### src/rtl/fetch_ctrl.sv
// fetch_ctrl: instruction fetch controller that drives npc, issues imem fetches and buffers the returned word
module fetch_ctrl #(
  parameter logic [31:0] RESET_PC = 32'h0000_3000
) (
  input  logic        clock,
  input  logic        reset,
  input  logic [31:0] pc,
  output logic [31:0] npc,
  output logic [31:0] imem_addr,
  output logic        imem_req,
  input  logic        imem_ack,
  input  logic [31:0] imem_rdata,
  output logic [31:0] instr,
  output logic        instr_valid,
  input  logic        instr_ready,
  input  logic        redirect_valid,
  input  logic [31:0] redirect_target
);
  localparam logic [1:0] IDLE = 2'b00;
  localparam logic [1:0] REQ  = 2'b01;
  localparam logic [1:0] HOLD = 2'b10;
  logic [1:0]  state, state_n;
  logic        rp, redir, take;
  logic [31:0] rt, tgt;
  assign tgt         = {redirect_target[31:2], 2'b00};
  assign imem_addr   = pc;
  assign imem_req    = state[0];
  assign instr_valid = state[1];
  assign redir       = imem_ack & (rp | redirect_valid);
  assign take        = state == REQ && imem_ack && !(rp || redirect_valid);
  // next state and next pc; a discarded ack stays in REQ and refetches from the redirect target
  always_comb begin
    state_n = state == IDLE ? REQ :
              state == REQ  ? (take ? HOLD : REQ) :
              (redirect_valid || instr_ready) ? REQ : HOLD;
    npc     = !reset ? RESET_PC :
              state == REQ ? (redir ? (redirect_valid ? tgt : rt) : pc) :
              redirect_valid ? tgt :
              (state == HOLD && instr_ready) ? pc + 32'd4 : pc;
  end
  // state, instruction buffer and pending-redirect bookkeeping
  always_ff @(posedge clock or negedge reset) begin
    if (!reset) begin
      state <= IDLE;
      instr <= '0;
      rp    <= 1'b0;
      rt    <= '0;
    end else begin
      state <= state_n;
      if (take) instr <= imem_rdata;
      if (state == REQ) rp <= ~imem_ack & (rp | redirect_valid);
      if (state == REQ && redirect_valid && !imem_ack) rt <= tgt;
    end
  end
endmodule

### config.mk
export PLATFORM = sky130hd
export DESIGN_NAME = fetch_ctrl
export DESIGN_NICKNAME = d
export VERILOG_FILES = /design/src/rtl/fetch_ctrl.sv
export SDC_FILE = /design/constraint.sdc
export NUM_CORES = 1
export LEC_CHECK = 0
export ABC_AREA = 1
export CAP_MARGIN = 10
export CORE_MARGIN = 2
export CORE_UTILIZATION = 45
export CTS_CLUSTER_SIZE = 25
export DETAILED_ROUTE_END_ITERATION = 8
export PLACE_DENSITY_LB_ADDON = 0.15
export SYNTH_ARGS = -nofsm -noshare
export SYNTH_HDL_FRONTEND = slang
export SYNTH_SLANG_ARGS = --single-unit
### constraint.sdc
create_clock -name clock -period 3 [get_ports clock]
set_input_delay 0.6 -clock clock [delete_from_list [all_inputs] [get_ports clock]]
set_output_delay 0.6 -clock clock [all_outputs]
set_load 0.05 [all_outputs]
---- After elaboration in Yosys (flattened, before gate mapping) ----
Cells that the tools add are included.
storage, ports and cells
  flip-flop bits (word level) ............. 65
  bits in latches ......................... 0
  RAM bits ................................ 0
  memory bits (read-only) ................. 0
  input port bits ......................... 101
  output and inout port bits .............. 98
  logic and storage cells ................. 31
  memories kept ........................... 0
cells by class
  $add $sub $neg .......................... 1
  multiply operators ...................... 0
  divide/modulo/power cells ............... 0
  magnitude comparators ................... 0
  equality and inequality tests ........... 2
  shift operators ......................... 0
  muxes and demuxes ....................... 10
  bitwise logic cells ..................... 4
  reduce and logical (&&, ||, !) cells .... 10
operators by type and width
  cell                                                              number
  32-bit 2-to-1 mux                                                 6
  32-bit by 3-bit adder with 32-bit output (second input constant)  1
  2-bit 2-to-1 mux                                                  4
  1-bit logical AND                                                 5
  1-bit bitwise AND                                                 2
  2-bit by 1-bit == test with 1-bit output (second input constant)  1
  2-bit == test (second input constant)                             1
  1-bit zero test                                                   2
  2-bit zero test                                                   1
  1-bit logical OR                                                  2
  1-bit inverter                                                    1
  1-bit OR                                                          1

---- Depth between registers and ports, before layout ----
  depth after elaboration ................. 6
  gate-level depth with buffers ........... 10
  mapped depth without buffers ............ 10

---- Worst setup path before layout ----
OpenSTA, ideal clock, no wires.
  path kind ............................... input-to-output
  start ................................... input redirect_valid
  end ..................................... output npc[7]
  arrival time ............................ 2465 ps
  required time ........................... 2400 ps
  slack ................................... -65 ps
  stages .................................. 6
  path buffers ............................ 3
  cells stage by stage .................... buf_2 -> buf_4 -> nand2_1 -> buf_2 -> o21ai_0 -> nor3_1
on the way
  longest elaborated chain between the ends .. 5
  elaborated cells on any way between the ends .. 7
  those cells by class .................... 5 x mux; 2 x bitwise
RTL lines
  element              line  source
  from (decl)          16    input logic redirect_valid,
  1-bit OR             29    assign redir = imem_ack & (rp | redirect_valid);
  1-bit bitwise AND    29
  32-bit 2-to-1 mux    37    state == REQ ? (redir ? (redirect_valid ? tgt : rt) : pc) :
  32-bit 2-to-1 mux *  37
  32-bit 2-to-1 mux *  36    npc = !reset ? RESET_PC :
  to (decl)            8     output logic [31:0] npc,
Mark *: on every way between the ends. The rest lies on a longest branch, timed or not.

---- Worst setup path after layout ----
  start ................................... input pc[9]
  end ..................................... output npc[28]
on the way
  longest elaborated chain between the ends .. 5
RTL lines
  element                                   line  source
  from (decl)                               7     input logic [31:0] pc,
  32-bit by 3-bit adder with 32-bit output  39    (state == HOLD && instr_ready) ? pc + 32'd4 : pc;
  32-bit 2-to-1 mux                         39
  32-bit 2-to-1 mux                         38    redirect_valid ? tgt :
  32-bit 2-to-1 mux                         37
  32-bit 2-to-1 mux                         36
No other way between the ends.

==> results.json <==
{
  "global_route.usage.total": 0.278,
  "synth_top_flop_cell": "sky130_fd_sc_hd__dfrtp_1",
  "maxCapViolations": 0,
  "destination_of_the_critical_timing_path": "npc[28]",
  "path_class": "input pin to primary output",
  "ys_async_sr_fraction": 1.00,
  "clock_path_buffers": 2,
  "dieWidth_um": 108,
  "max-slew-margin-rel": 0.625,
  "setup_viol": 0,
  "worst_ep_arrival_time_ps": 2350,
  "place.port_buffers": 196,
  "layout.nets": 1000,
  "clkSinkCount": 65,
  "worst_slack_ps": 52.0,
  "cts_max_level": 3,
  "floorplan.initialDensity": 0.457,
  "grt_max_degree": 49,
  "core_area_um2": 10700,
  "routed_wl_um": 16200,
  "tritoncts": "yes",
  "critical_path.startpoint_type": "input pin",
  "reg2reg_slack_ps": 1230,
  "clock-skew-final_ps": 4.52,
  "net_count_after_synthesis": 806,
  "vias_per_cell": 5.28,
  "synth_cells": 704,
  "finalMaxSlewViolations": 0,
  "ys_warn_count": 0,
  "dpl_cell_area_um2": 7020,
  "rsz0062_at_grt": "yes",
  "worstRegToRegCells": 5,
  "cts_made_buffers": 9,
  "clk_root_buffer_cell": "sky130_fd_sc_hd__clkbuf_8",
  "synth_seq_area_share": 0.331,
  "areaGrowthSynthToFinish_pct": 51.7,
  "outcome": "complete, no violations",
  "ys_types": 33,
  "number_of_rows_in_the_core_area": 38,
  "worst_slew_pin_slew_ps": 561,
  "power_per_cell_area_nw_per_um2": 851,
  "leakagePower_uw": 0.00348,
  "worstReg2RegEnd": "rt[26]$_DFFE_PN0P_",
  "initialDrtViolationCount": 491,
  "achievable_freq_mhz": 339,
  "drt_pass1_iterations": 5,
  "hold_violations": 0,
  "floorplan.die_area_um2": 11800,
  "clk_transition_reported_paths_ps": 80,
  "timing.final.crit_period_ps": 2950,
  "routed-via-count": 5511,
  "synth_enable_flop_cells": 0,
  "crit_required_ps": 2400,
  "gp_congestion": 0.967,
  "synth.avg_cell_area_um2": 6.98,
  "crit_start": "pc[9]",
  "io_pins": 199,
  "critical_path.max_fanout": 5,
  "cp-end-kind": "primary output",
  "hpwl_um": 12300,
  "min_delay_worst_type": "input pin to async pin",
  "routedWlPerCell_um": 15.5,
  "ir_drop_v": 0.000761,
  "overflow": 0,
  "die_h_um": 108,
  "grt_pass1_wl_um": 25700,
  "route.antenna.remaining_nets": 0,
  "crit-reg2reg-launch": "state[0]$_DFF_PN0_",
  "layout-drive-gt1-share": 0.208,
  "detailedPlace.worstSlack_ps": -126,
  "final-seq-area_um2": 1630,
  "final_design_area_no_fill_um2": 7450,
  "multiInputGateArea_um2": 2700,
  "syn_area_um2": 4910,
  "fillCellCount": 915,
  "min_period_over_period": 0.983,
  "synth-seq-cells": 65,
  "drc": 0,
  "number_of_global_route_vias_before_repair": 5127,
  "clock_latency_reported_for_the_late_side_of_the_worst_skew_pair_ps": 340,
  "antenna_cells": 0,
  "initial_antenna_violation_count": 0
}
[registers in the layout, indices dropped and copies added, names as in the netlist]
name / count
state: 2
rt: 30
instr: 32
rp: 1
[report_power, final]
| group | switching (uW) | total, uW | internal, uW |
|---|---|---|---|
| sequential | 242 | 1560 | 1320 |
| combinational | 2470 | 3870 | 1390 |
| clock | 355 | 911 | 557 |
[stage by stage]
stage,total power (uW),util,hold WS [ps],TNS [ps],cells
after global placement,5310,0.653,462,-667,1020
after detailed placement,5390,0.653,471,-1040,1020
final,6340,0.693,188,0,1043
after global routing,6690,0.693,179,-5.49,1043
after floorplan,4010,-,304,0,704
after CTS,6340,0.681,177,-52.9,1039
[how the worst min path moves through the flow]
stage                     slack, ps                from                    to
after CTS                       180               reset     rt[3]$_DFFE_PN0P_
final                           190               reset     rt[3]$_DFFE_PN0P_
after detailed placement        470   rt[6]$_DFFE_PN0P_     rt[6]$_DFFE_PN0P_
after global placement          460  rt[17]$_DFFE_PN0P_    rt[17]$_DFFE_PN0P_
after floorplan                 300               reset  instr[0]$_DFFE_PN0P_
after global routing            180               reset     rt[3]$_DFFE_PN0P_
[layout make-up]
type,instances,share of cell area
multi-input cells,496,0.362
repair buffers,245,0.322
flip-flops and latches,65,0.218
inverters,81,0.0408
well taps,140,0.0235
clock buffers,10,0.0171
clock inverters,6,0.0155
[what timing repair did]
item / CTS / global route
buffers inserted: 1 / 4
gates resized for setup: 9 / 32
setup endpoints to repair: 20 / 25
hold buffers: 0 / 0
pin swaps: 5 / 11
gates cloned: 2 / 0
[cell usage after synthesis (8+ instances only)]
master                     instances  area [um^2]
sky130_fd_sc_hd__nand2_1         181          679
sky130_fd_sc_hd__a21oi_1          24          120
sky130_fd_sc_hd__nand3_1          39          195
sky130_fd_sc_hd__nor2_4            8         90.1
sky130_fd_sc_hd__o211ai_1         23          173
sky130_fd_sc_hd__buf_2            15         75.1
sky130_fd_sc_hd__nor2_1           46          173
sky130_fd_sc_hd__o21ai_0          95          475
sky130_fd_sc_hd__buf_4            33          248
sky130_fd_sc_hd__mux2_2           32          360
sky130_fd_sc_hd__clkbuf_1         13         48.8
sky130_fd_sc_hd__dfrtp_1          65         1630
sky130_fd_sc_hd__nand4_1          11         68.8
sky130_fd_sc_hd__inv_1            80          300
[cells by family after synthesis]
| group | count (synthesis) | synth area share |
|---|---|---|
| fa+ha+maj | 1 | 0.00255 |
| flops | 65 | 0.331 |
| mux | 32 | 0.0734 |
| compound gates | 152 | 0.169 |
| simple gates | 304 | 0.273 |
| xor+xnor | 5 | 0.00892 |
| buf+inv | 145 | 0.142 |
[critical path: stages]
cell and delay, ps:
sky130_fd_sc_hd__clkdlybuf4s50_1 530, sky130_fd_sc_hd__nand2_1 110, sky130_fd_sc_hd__nor2_4 180, sky130_fd_sc_hd__nand3_1 120
sky130_fd_sc_hd__nor2_1 200, sky130_fd_sc_hd__nand2_1 80, sky130_fd_sc_hd__nand2_1 60, sky130_fd_sc_hd__nand2_1 40
sky130_fd_sc_hd__nor2_1 160, sky130_fd_sc_hd__nor2_1 100, sky130_fd_sc_hd__buf_6 160
[layer usage]
layer  up-vias  global-route usage  wire length, um
met5         -                   0                0
met4         0              0.0888              323
met3        25              0.0675             1620
met2       281               0.421             7140
met1      2541               0.392             7090
li1       2664                   -                -
[cells in the final DEF, fill, tap and decap left out, drive strengths merged]
cell type	netlist	final
nand2	182	182
clkdlybuf4s50	0	131
o21ai	102	102
buf	50	102
inv	81	82
dfrtp	65	65
nor2	58	60
nand3	41	41
mux2	32	32
a21oi	24	24
o211ai	23	23
dlymetal6s2s	0	12
nand4	11	11
clkbuf	14	10
nor3	6	6
nand3b	5	5
xor2	4	4
bufinv	0	3
and2	1	1
xnor2	1	1
o2111ai	1	1
o21a	1	1
o31ai	1	1
ha	1	1
clkinvlp	0	1
clkinv	0	1
(Power assumes the default switching activity.)
==> RTL edit, RTL diff (same settings) <==
`RESET_PC`: 32'h0000_3000 -> 32'h00001800.
--- a/src/rtl/fetch_ctrl.sv
+++ b/src/rtl/fetch_ctrl.sv
@@ -1,6 +1,6 @@
 // fetch_ctrl: instruction fetch controller that drives npc, issues imem fetches and buffers the returned word
 module fetch_ctrl #(
-  parameter logic [31:0] RESET_PC = 32'h0000_3000
+  parameter logic [31:0] RESET_PC = 32'h00001800
 ) (
   input  logic        clock,
   input  logic        reset,
Behaviour: not the same (Yosys sat finds a counterexample within 4 cycles, from zero or initial values and one cycle with reset low).
==> RTL edit against the original RTL <==
  * Sequential cell count unchanged
  * Cell area up 7.3%
  * Total power up 11%
  * Synthesized area up 3.5%
  * Global-route usage up 0.16 points
  * Fmax up 2.1%
  * Clock power up 24%
  * Setup slack better by 61 ps
  * Hold slack worse by 34 ps
  * Synthesized cell count up 0.28%
  * Wire length up 4.5%
  * Clock skew up 3.1 ps
  * Critical path type unchanged
  * Critical endpoint unchanged
  * Largest cell class unchanged
==> RTL edit: results (changes against the original RTL) <==
CP max FO: 5 (unchanged)
DP Cell Count: 1033 (was 1020)
Worst Skew: 7.642 ps (was 4.525 ps)
Slew HR: 0.5234 (was 0.6247)
Place WS: -108.0 ps (was -125.7 ps)
top post-synthesis cells by area: dfrtp_1 (32%), nand2_1 (13%), o21ai_0 (9.5%) (was dfrtp_1 (33%), nand2_1 (14%), o21ai_0 (9.7%))
routing usage on met1: 0.3951 (was 0.3915)
WP data arrival: 2290 ps (was 2350 ps)
met3 wire length: 1508 microns (was 1620 microns)
syn_nets: 808 (was 806)
global-route wire length before repair: 26160 microns (was 25660 microns)
sequential share of the synthesized area: 0.3201 (was 0.3312)
Pint: 0.003835 W (was 0.003267 W)
WL per Instance: 16.03 microns (was 15.51 microns)
delay-heaviest family, CP: simple AND/OR/NAND/NOR gates (unchanged)
largest net degree at the start of global routing: 37 (was 49)
postcts setup bufs: 3 (was 1)
DR vias: 5542 (was 5511)
Synth top area share: 0.3201 (was 0.3312)
VDD IR max: 875.1 uV (was 761.5 uV)
most frequent cells after synthesis: nand2_1 (177), o21ai_0 (96), inv_1 (83) (was nand2_1 (181), o21ai_0 (95), inv_1 (80))
RD Place Congestion: 0.9104 (was 0.9667)
met3 GRT Util: 0.06232 (was 0.06751)
worst reg2reg endpoint: rt[18] (was rt[26])
leakage power: 3.838 nW (was 3.483 nW)
Placed Instance Area: 0.007501 sq mm (was 0.007019 sq mm)
Root Buffer: clkbuf_16 (was clkbuf_8)
CP Launch Point: pc[11] (was pc[9])
Final Hold Slack: 154.0 ps (was 187.7 ps)
vias in the first global route: 5225 (was 5127)
post-DP HPWL: 12940 microns (was 12260 microns)
post_cts resized: 8 (was 9)
Total GRT Usage: 0.2798 (was 0.2782)
Final Power: 0.007020 W (was 0.006337 W)
vias per inst: 5.253 (was 5.284)
met2 WL post-DR: 7848 microns (was 7136 microns)
DR pass1 iterations: 7 (was 5)
DRT met1 WL: 7352 microns (was 7091 microns)
status: completed (unchanged)
Cells after Synth: 706 (was 704)
Worst-path clk slew: 60 ps (was 80 ps)
final core utilization: 0.7308 (was 0.6932)
share of layout cells above drive strength 1: 0.2164 (was 0.2082)
Combinational Power: 0.00430 W (was 0.00387 W)
Worst Reg-to-Reg Cells: 6 (was 5)
fmax: 346.4 MHz (was 339.2 MHz)
DR iter-0 viols: 514 (was 491)
Distinct cells, synth: 36 (was 33)
reg-to-reg slack, setup: 800 ps (was 1230 ps)
RTL edit: cell types whose count changed in the layout (fill, tap and decap cells not counted), sizes merged, moves of 2 or more:
| cell | unedited run | this run |
|---|---|---|
| buf | 102 | 113 |
| clkbuf | 10 | 14 |
| clkdlybuf4s50 | 131 | 128 |
| dlygate4sd2 | 0 | 4 |
| inv | 82 | 84 |
| nor2 | 60 | 56 |
RTL edit: cells by family (layout without fill, tap and decap cells):
kind of cell	Yosys count	in the layout	share of synthesized area
buffers and inverters	148	356	0.1433
adders and majority gates	1	1	0.002462
muxes	32	32	0.09234
xor gates and xnor gates	5	5	0.008618
AOI/OAI and AO/OA	153	153	0.1642
DFF	65	65	0.3201
and+or+nand+nor	302	303	0.2689
RTL edit: final cells by class:
class	instances	area [sq um]
Inverter	84	315.3
Timing Repair Buffer	256	2729
Fill cell	882	2944
Clock buffer	14	264.0
Multi-Input combinational cell	494	2821
Tap cell	140	175.2
Clock inverter	2	60.06
Sequential cell	65	1627
